[config.mk]
export PLATFORM = sky130hd
export DESIGN_NAME = reset_seq
export DESIGN_NICKNAME = d
export VERILOG_FILES = /design/src/rtl/reset_seq.sv
export SDC_FILE = /design/constraint.sdc
export NUM_CORES = 1
export LEC_CHECK = 0
export ABC_AREA = 1
export BUFFER_PORTS_ARGS = -buffer_cell sky130_fd_sc_hd__buf_4
export CAP_MARGIN = 25
export CORE_MARGIN = 4
export CORE_UTILIZATION = 61
export CTS_CLUSTER_SIZE = 14
export DETAILED_ROUTE_END_ITERATION = 6
export PLACE_DENSITY = 0.9
export SLEW_MARGIN = 10
export SYNTH_ARGS = -nofsm -noshare
export SYNTH_HDL_FRONTEND = slang
export SYNTH_SLANG_ARGS = --single-unit
[constraint.sdc]
create_clock -name sys_clk_i -period 2.2 [get_ports sys_clk_i]
set_input_delay 0.22 -clock sys_clk_i [delete_from_list [all_inputs] [get_ports sys_clk_i]]
set_output_delay 0.22 -clock sys_clk_i [all_outputs]
set_load 0.05 [all_outputs]
[src/rtl/reset_seq.sv]
// Sequenced reset controller: holds the network block in reset, waits for its resetdone,
// then releases the system reset. Define RESET_SEQ_SOFT_RST_EN to add the soft_rst_i input.
module reset_seq #(
  parameter int unsigned HOLD_CYCLES    = 1024,
  parameter int unsigned TIMEOUT_CYCLES = 16777216,
  parameter int unsigned RETRY_MAX      = 7
) (
  input  logic       sys_clk_i,
  input  logic       areset_n_i,
  input  logic       resetdone_i,
`ifdef RESET_SEQ_SOFT_RST_EN
  input  logic       soft_rst_i,
`endif
  output logic       net_areset_o,
  output logic       sys_rst_n_o,
  output logic       sys_rst_o,
  output logic       resetdone_o,
  output logic       fail_o,
  output logic       link_drop_o,
  output logic [2:0] state_o
);

  localparam int unsigned HOLD_W  = $clog2(HOLD_CYCLES) + 1;
  localparam int unsigned TO_W    = $clog2(TIMEOUT_CYCLES) + 1;
  localparam int unsigned RETRY_W = $clog2(RETRY_MAX) + 1;

  localparam logic [HOLD_W-1:0]  HOLD_LAST  = HOLD_W'(HOLD_CYCLES - 1);
  localparam logic [TO_W-1:0]    TO_LAST    = TO_W'(TIMEOUT_CYCLES - 1);
  localparam logic [RETRY_W-1:0] RETRY_LAST = RETRY_W'(RETRY_MAX);

  localparam logic [2:0] ST_ASSERT   = 3'd0;
  localparam logic [2:0] ST_NET_WAIT = 3'd1;
  localparam logic [2:0] ST_RUN      = 3'd2;
  localparam logic [2:0] ST_FAIL     = 3'd3;

  logic [1:0]         rst_sync_q, rst_sync_d;
  logic [1:0]         done_sync_q, done_sync_d;
  logic [2:0]         state_q, state_d;
  logic [HOLD_W-1:0]  hold_cnt_q, hold_cnt_d;
  logic [TO_W-1:0]    to_cnt_q, to_cnt_d;
  logic [RETRY_W-1:0] retry_cnt_q, retry_cnt_d;
  logic               net_areset_q, net_areset_d;
  logic               sys_rst_n_q, sys_rst_n_d;
  logic               sys_rst_q, sys_rst_d;
  logic               resetdone_q, resetdone_d;
  logic               fail_q, fail_d;
  logic               link_drop_q, link_drop_d;
  logic               rst_ok, done_s, soft_rst;

  assign rst_ok = rst_sync_q[1];
  assign done_s = done_sync_q[1];

`ifdef RESET_SEQ_SOFT_RST_EN
  assign soft_rst = soft_rst_i;
`else
  assign soft_rst = 1'b0;
`endif

  // Next state, counters and registered output values (outputs follow the next state).
  always_comb begin
    rst_sync_d  = {rst_sync_q[0], 1'b1};
    done_sync_d = {done_sync_q[0], resetdone_i};
    state_d     = state_q;
    hold_cnt_d  = hold_cnt_q;
    to_cnt_d    = to_cnt_q;
    retry_cnt_d = retry_cnt_q;
    link_drop_d = 1'b0;

    if (soft_rst) begin
      state_d     = ST_ASSERT;
      retry_cnt_d = '0;
    end else if (rst_ok) begin
      case (state_q)
        ST_ASSERT: begin
          if (hold_cnt_q == HOLD_LAST) state_d = ST_NET_WAIT;
          else                         hold_cnt_d = hold_cnt_q + HOLD_W'(1);
        end
        ST_NET_WAIT: begin
          // A resetdone seen on the timeout cycle still wins.
          if (done_s) begin
            state_d = ST_RUN;
          end else if (to_cnt_q == TO_LAST) begin
            if (retry_cnt_q == RETRY_LAST) begin
              state_d = ST_FAIL;
            end else begin
              retry_cnt_d = retry_cnt_q + RETRY_W'(1);
              state_d     = ST_ASSERT;
            end
          end else begin
            to_cnt_d = to_cnt_q + TO_W'(1);
          end
        end
        ST_RUN: begin
          if (!done_s) begin
            link_drop_d = 1'b1;
            state_d     = ST_ASSERT;
          end
        end
        ST_FAIL: state_d = ST_FAIL;
        default: state_d = ST_ASSERT;
      endcase
    end

    if (soft_rst || (state_d != state_q)) begin
      hold_cnt_d = '0;
      to_cnt_d   = '0;
    end
    if ((state_d == ST_RUN) && (state_q != ST_RUN)) retry_cnt_d = '0;

    net_areset_d = (state_d == ST_ASSERT) || (state_d == ST_FAIL);
    sys_rst_n_d  = (state_d == ST_RUN);
    sys_rst_d    = ~sys_rst_n_d;
    resetdone_d  = (state_d == ST_RUN);
    fail_d       = (state_d == ST_FAIL);
  end

  always_ff @(posedge sys_clk_i or negedge areset_n_i) begin
    if (!areset_n_i) begin
      rst_sync_q   <= '0;
      done_sync_q  <= '0;
      state_q      <= ST_ASSERT;
      hold_cnt_q   <= '0;
      to_cnt_q     <= '0;
      retry_cnt_q  <= '0;
      net_areset_q <= 1'b1;
      sys_rst_n_q  <= 1'b0;
      sys_rst_q    <= 1'b1;
      resetdone_q  <= 1'b0;
      fail_q       <= 1'b0;
      link_drop_q  <= 1'b0;
    end else begin
      rst_sync_q   <= rst_sync_d;
      done_sync_q  <= done_sync_d;
      state_q      <= state_d;
      hold_cnt_q   <= hold_cnt_d;
      to_cnt_q     <= to_cnt_d;
      retry_cnt_q  <= retry_cnt_d;
      net_areset_q <= net_areset_d;
      sys_rst_n_q  <= sys_rst_n_d;
      sys_rst_q    <= sys_rst_d;
      resetdone_q  <= resetdone_d;
      fail_q       <= fail_d;
      link_drop_q  <= link_drop_d;
    end
  end

  assign net_areset_o = net_areset_q;
  assign sys_rst_n_o  = sys_rst_n_q;
  assign sys_rst_o    = sys_rst_q;
  assign resetdone_o  = resetdone_q;
  assign fail_o       = fail_q;
  assign link_drop_o  = link_drop_q;
  assign state_o      = state_q;

endmodule

==> impl_metrics.tcl, run 1 <==
set metrics [dict create \
    setup_tns_ns 0 \
    pin_count 12 \
    crit_fanout 14 \
    cp-start-kind "register" \
    grt.overflow.total 0 \
    hold_path.class "register to register" \
    synth_area_sq_um 2970 \
    drc 0 \
    holdPathEnd "done_sync_q[1]" \
    max_stage_delay_ns 0.40 \
    netlist.area_leader.share_pct 42.1 \
    timing.rr.end "hold_cnt_q[6]" \
    htree_levels 2 \
    syn_nets 380 \
    maxSlewViolCount 0 \
    fin_crit_sh_pct 95.2 \
    synth_largest_area_cell "dfrtp_1" \
    setup_viol 0 \
    max-cap-violations 0 \
    std_cell_rows 25 \
    place_ws_ns 0.141 \
    cts_sinks 52 \
    vias 2527 \
    powerDensity_nw_per_um2 728 \
    wl_um 5890 \
    cts_buffers 5 \
    grt.total_usage_pct 20.5 \
    synthTopCellsByCount "86 x nand2_1, 55 x nor2_1, 50 x dfrtp_1" \
    worstPathCellList "ha_1, nand3_1, inv_1, nand2_2, nor2_4, nand3_2, nand2_2, nand2_1, nand2_2, nand3_4, buf_4, nand4_1, nand2_1" \
    maxSlewHeadroom_pct 57.0 \
    grt_pass1_wl_um 10100 \
    nets 396 \
    drt-initial-drc-count 119 \
    cp_slowest_cell "dfrtp_1" \
    critPathKind "register to register" \
    reg2reg_depth 13 \
    async_flop_share_pct 100 \
    synth_cell_types 32 \
    path_clk_slew_ns 0.10 \
    diodes 0 \
    hpwl_um 4160 \
    dr.pass1.iters 5 \
    fin_util_pct 68.6 \
    wl_per_cell_um 12.8 \
    core_sq_um 4720 \
    post_drt_via_cell_ratio 5.52 \
    fmaxAchievable_mhz 478 \
    grt_max_degree 53 \
    die_w_um 77.8 \
    cts_buffer_depth 2 \
    fin_skew_ns 0.0114 \
    cp_data_arrival_time_ns 2.29 \
    tightest_slew_ns 0.646 \
    rsz0062_at_grt "true" \
    die_height_um 77.8 \
    min_from "done_sync_q[0]" \
    worstPathRequired_ns 2.39 \
    yosysWarnings 0 \
    period_minus_slack_ns 2.09 \
    synthCells 374 \
    setup_slack_ns 0.106 \
    synthTopCellsByArea "dfrtp_1 42%, nand2_1 11%, nand4_1 7.8%" \
    cts_tree "built" \
    hold_depth 0 \
    start_util_pct 62.9 \
    syn_area_per_cell_sq_um 7.95 \
    outcome "finished, final reports clean" \
    clockRootBuffer "clkbuf_8" \
    place_congestion 0.871 \
    final-hold-violation-count 0 \
    synth-seq-cells 52 \
    grt_pass1_vias 2376 \
    drive_above_1_share_pct 13.3 \
    antenna_found_initial 0 \
    io_buffer_count 11 \
    synth-edff-count 0 \
    rr_startpoint "to_cnt_q[1]" \
    fill_cells 383 \
    ff2ff_setup_slack_ns 0.11 \
    p_leak_nw 1.58 \
    ys.flop_type "dfrtp_1" \
    dieArea_sq_um 6050 \
    ant_nets 0 \
    synth.most_common_cell "nand2_1" \
    insertion_delay_ns 0.31 \
    cp_common_cell "nand2_2" \
    ir_drop_mv 0.435 \
    cp-end-kind "register" \
    yosysSeqAreaShare_pct 43.9 \
    post_cts_buffers 0 \
    area_growth_syn_to_layout_pct 8.96 \
]
## per-layer routing
layer | global-route usage (%) | share of wire (%) | up-vias
met5 | 0 | 0 | -
met2 | 33.3 | 49 | 70
met3 | 3.71 | 4.4 | 16
li1 | - | - | 1237
met4 | 8.54 | 2.1 | 0
met1 | 27.0 | 45 | 1204
## flip-flops by register name, indices dropped and copies added (netlist names)
| signal | flops |
|---|---|
| sys_rst_o | 1 |
| net_areset_o | 1 |
| resetdone_o | 1 |
| to_cnt_q | 25 |
| retry_cnt_q | 4 |
| link_drop_o | 1 |
| hold_cnt_q | 11 |
| fail_o | 1 |
| state_o | 3 |
| rst_sync_q | 2 |
| done_sync_q | 2 |
## through the flow
stage | total power [mW] | cells | area, sq um | hold slack, ns
2_1_floorplan | 1.59 | 374 | 2970 | -0.0756
3_3_place_gp | 1.70 | 448 | 3100 | 0.283
3_5_place_dp | 1.71 | 448 | 3100 | 0.293
4_1_cts | 2.36 | 457 | 3220 | 0.00854
5_1_grt | 2.46 | 458 | 3240 | 0.365
6_report | 2.36 | 458 | 3240 | 0.356
## cells by family (layout without fill, tap and decap cells)
family,Yosys count,count (layout),share of synthesized area (%)
other,1,1,0.126
AND/OR/NAND/NOR,230,230,37.1
AO/OA/AOI/OAI,8,8,1.89
adder cells (fa/ha/maj),3,3,1.26
flip-flops,52,52,43.9
XOR/XNOR,25,25,7.37
buffers and inverters,55,72,8.42
## final cells by class
cell class,instances,area [sq um],area share [%]
multi-input cells,267,1420,43.9
clock inverters,3,42.5,1.31
inverters,45,171,5.29
clock buffers,5,68.8,2.12
flip-flops and latches,52,1300,40.2
repair buffers,19,148,4.56
well taps,67,83.8,2.59
## how the worst max path moves through the flow
stage                start       endpoint  slack, ns  cells past startpoint
3_3_place_gp   to_cnt_q[1]   to_cnt_q[21]       0.21                     12
2_1_floorplan   state_o[0]   to_cnt_q[14]       0.19                     10
5_1_grt        to_cnt_q[1]   to_cnt_q[19]      -0.03                     12
3_5_place_dp   to_cnt_q[1]  hold_cnt_q[6]       0.14                     13
4_1_cts        to_cnt_q[1]   to_cnt_q[20]       0.13                     12
6_report       to_cnt_q[1]  hold_cnt_q[6]       0.11                     13
## power by group
part           internal (mW)  switching, mW
clock network          0.337          0.317
registers               1.02         0.0315
logic                  0.166          0.491
total                   1.52          0.839
## critical path: cells and delay by family, from the launching register on
| family | cells | cell delay, ns |
|---|---|---|
| adders and majority gates | 1 | 0.18 |
| buffers and inverters | 2 | 0.38 |
| DFF | 1 | 0.40 |
| and+or+nand+nor | 10 | 1.01 |
## layout by cell type, fill, tap and decap left out, drive strengths merged, types with 2 or more instances in the layout
master and instances:
nor2 60, buf 17, nor4 5, nand4 37, dfrtp 50, o21ai 2
a21oi 4, inv 44, clkinv 2, nor3 10, nand2 95, ha 3
dlygate4sd3 2, xnor2 7, xor2 18, clkbuf 5, nand3 21, dfstp 2
## timing repair
action,CTS,global route
gates resized for setup,0,2
setup endpoints to repair,0,24
hold endpoints to repair,50,1
hold buffers,1,1
No activity file was read; power rests on OpenSTA's default activity.
==> inputs of run 2 (changes only) <==
--- a/config.mk
+++ b/config.mk
@@ -5,8 +5,7 @@
 export SDC_FILE = /design/constraint.sdc
 export NUM_CORES = 1
 export LEC_CHECK = 0
-export ABC_AREA = 1
-export BUFFER_PORTS_ARGS = -buffer_cell sky130_fd_sc_hd__buf_4
+export BUFFER_PORTS_ARGS = -buffer_cell sky130_fd_sc_hd__buf_2
 export CAP_MARGIN = 25
 export CORE_MARGIN = 4
 export CORE_UTILIZATION = 61
==> impl_metrics.tcl, run 2 <==
set metrics [dict create \
    wl_per_cell_um 15.2 \
    cp_slowest_cell "or4b_1" \
    area_growth_syn_to_layout_pct 15.5 \
    synth-edff-count 0 \
    hpwl_um 3530 \
    post-route-cell-area_sq_um 3030 \
    drc 0 \
    cp-end-kind "register" \
    syn_nets 260 \
    cp-start-kind "register" \
    hold_path.class "input port to register" \
    path_clk_slew_ns 0.09 \
    rsz0062_at_grt "true" \
    yosysSeqAreaShare_pct 49.7 \
    reg2reg_depth 6 \
    grt.overflow.total 0 \
    worstPathRequired_ns 2.41 \
    insertion_delay_ns 0.30 \
    std_cell_rows 23 \
    top_layer_used "met4" \
    cts_tree "built" \
    dr.pass1.iters 4 \
    yosys.area_share.simple_pct 26.3 \
    dieArea_sq_um 5410 \
    hold_depth 1 \
    cts_buffers 5 \
    cp_data_arrival_time_ns 2.41 \
    grt_pass1_wl_um 8730 \
    pin_count 12 \
    maxSlewViolCount 0 \
    cts_sinks 52 \
    regMostFlops "to_cnt_q" \
    drive_above_1_share_pct 22.3 \
    netlist.area_leader.share_pct 47.7 \
    nets 287 \
    antenna_found_initial 0 \
    synth_largest_area_cell "dfrtp_1" \
    synthCells 254 \
    crit_fanout 11 \
    synth_xor_area_share_pct 11.3 \
    wl_met3_um 229 \
    diodes 0 \
    synth_top_family_by_area "simple AND/OR/NAND/NOR gates" \
    setup_viol 1 \
    layout_common_cells "47 x dfrtp_1, 46 x nor2_1, 23 x xor2_1" \
    grt_pass1_vias 1922 \
    max_stage_delay_ns 0.61 \
    synthMuxAreaShare_pct 1.14 \
    htree_levels 2 \
    fmaxAchievable_mhz 453 \
    cts_buffer_depth 2 \
    period_minus_slack_ns 2.21 \
    async_flop_share_pct 100 \
    max-cap-violations 0 \
    synth.most_common_cell "dfrtp_1" \
    fin_skew_ns 0.00840 \
    syn_area_per_cell_sq_um 10.3 \
    p_leak_nw 1.42 \
    post_drt_via_cell_ratio 5.76 \
    synthTopCellsByArea "dfrtp_1 48%, xor2_1 7.7%, nor2_1 6.6%" \
    start_util_pct 64.2 \
    synth-seq-cells 52 \
    grt.total_usage_pct 20.5 \
    place_ws_ns 0.0225 \
    setup_slack_ns -0.00510 \
    yosysWarnings 0 \
    placed_area_sq_um 2810 \
    worstPathCellList "or4b_1, nor2_1, a2111o_1, buf_4, or3b_1, o311ai_1" \
    final_common_cell "dfrtp_1" \
    core_sq_um 4090 \
    io_buffer_count 11 \
    critPathKind "register to register" \
    grt_max_degree 35 \
    wl_um 5050 \
    ant_nets 0 \
    synth_cell_types 52 \
    die_w_um 73.6 \
    vias 1912 \
    synthTopCellsByCount "50 x dfrtp_1, 46 x nor2_1, 23 x xor2_1" \
    yosys.area_share.adder_pct 1.43 \
    final-hold-violation-count 0 \
    clockRootBuffer "clkbuf_8" \
    largest_reg_flops 25 \
    synth_compound_area_share_pct 6.68 \
    fin_crit_sh_pct 100 \
    wl_met1_um 2170 \
    ys.flop_type "dfrtp_1" \
    violations "setup timing" \
    die_height_um 73.6 \
    place_congestion 0.807 \
    synth_area_sq_um 2620 \
    powerDensity_nw_per_um2 700 \
    drt-initial-drc-count 130 \
    wl_met2_um 2620 \
    ir_drop_mv 0.514 \
    outcome "finished, violations left" \
    reg_top3 "to_cnt_q x25, hold_cnt_q x11, retry_cnt_q x4" \
]
==> run 2: cell types whose count changed in the layout (fill, tap and decap cells not counted), moves of 4 or more <==
cell     before  now
nor4_1        5    0
nor2_1       55   46
nand2_1      85   16
and3_1        0    5
nand2_2       9    0
buf_2         0   11
nor3_1        9    5
nand4_1      37    7
inv_1        42    2
xor2_1       18   23
and2_1        0    4
==> run 2: path summary, 6_finish.rpt <==
path	start	to	slack [ns]
worst max-delay path	state_o[0]	net_areset_o	-0.005
worst min-delay path	resetdone_i	done_sync_q[0]	0.02
worst max register to register	state_o[0]	net_areset_o	-0.005
worst min register to register	rst_sync_q[0]	rst_sync_q[1]	0.36
max in group asynchronous	areset_n_i	sys_rst_o	1.23
min in group asynchronous	areset_n_i	to_cnt_q[5]	0.36
==> run 2: kinds of logic after synthesis <==
logic type / after synthesis
adder cells (fa/ha/maj): 3
multiplexers: 3
other: 1
flip-flops: 52
AND/OR/NAND/NOR: 125
buffers and inverters: 13
AO/OA/AOI/OAI: 23
XOR/XNOR: 34
==> run 2: critical path: cells and delay by family (launching register included) <==
kind | cells | cell delay (ns)
AO/OA/AOI/OAI | 2 | 0.35
buffers and inverters | 1 | 0.17
flip-flops | 1 | 0.49
AND/OR/NAND/NOR | 3 | 1.10
==> run 2: layout make-up <==
cell class / instances / area, sq um
multi-input combinational: 189 / 1270
timing repair buffer: 31 / 220
clock buffer: 5 / 68.8
inverter: 2 / 7.51
tap: 50 / 62.6
sequential: 52 / 1310
clock inverter: 3 / 90.1
fill: 280 / 1060
==> run 2: where the power goes <==
| group | switching (mW) | internal [mW] | leakage (nW) |
|---|---|---|---|
| logic | 0.102 | 0.0724 | 0.650 |
| registers | 0.0548 | 1.02 | 0.695 |
| clock network | 0.303 | 0.568 | 0.0784 |
==> run 2: repair_timing <==
item / in CTS / in global routing
gates resized for setup: 0 / 5
setup endpoints to repair: 0 / 14
buffers inserted: 0 / 4
endpoints found under the hold margin: 16 / 0
hold buffers: 1 / 0
==> run 2: per-layer routing <==
layer | track usage [%] | up-vias
li1 | - | 925
met1 | 27.0 | 936
met2 | 35.3 | 47
met3 | 3.28 | 4
met4 | 4.63 | 0
met5 | 0 | -
==> run 2: metrics by stage <==
step / hold slack (ns) / power [mW] / utilization (%) / TNS [ns] / cells
6_report: 0.0243 / 2.12 / 74.1 / -0.00510 / 332
5_1_grt: 0.0151 / 2.20 / 74.1 / -0.357 / 332
4_1_cts: 0.0190 / 2.13 / 72.9 / 0 / 328
3_5_place_dp: 0.168 / 1.27 / 68.7 / 0 / 319
3_3_place_gp: 0.162 / 1.25 / 68.7 / 0 / 319
2_1_floorplan: -0.0756 / 1.21 / - / 0 / 254
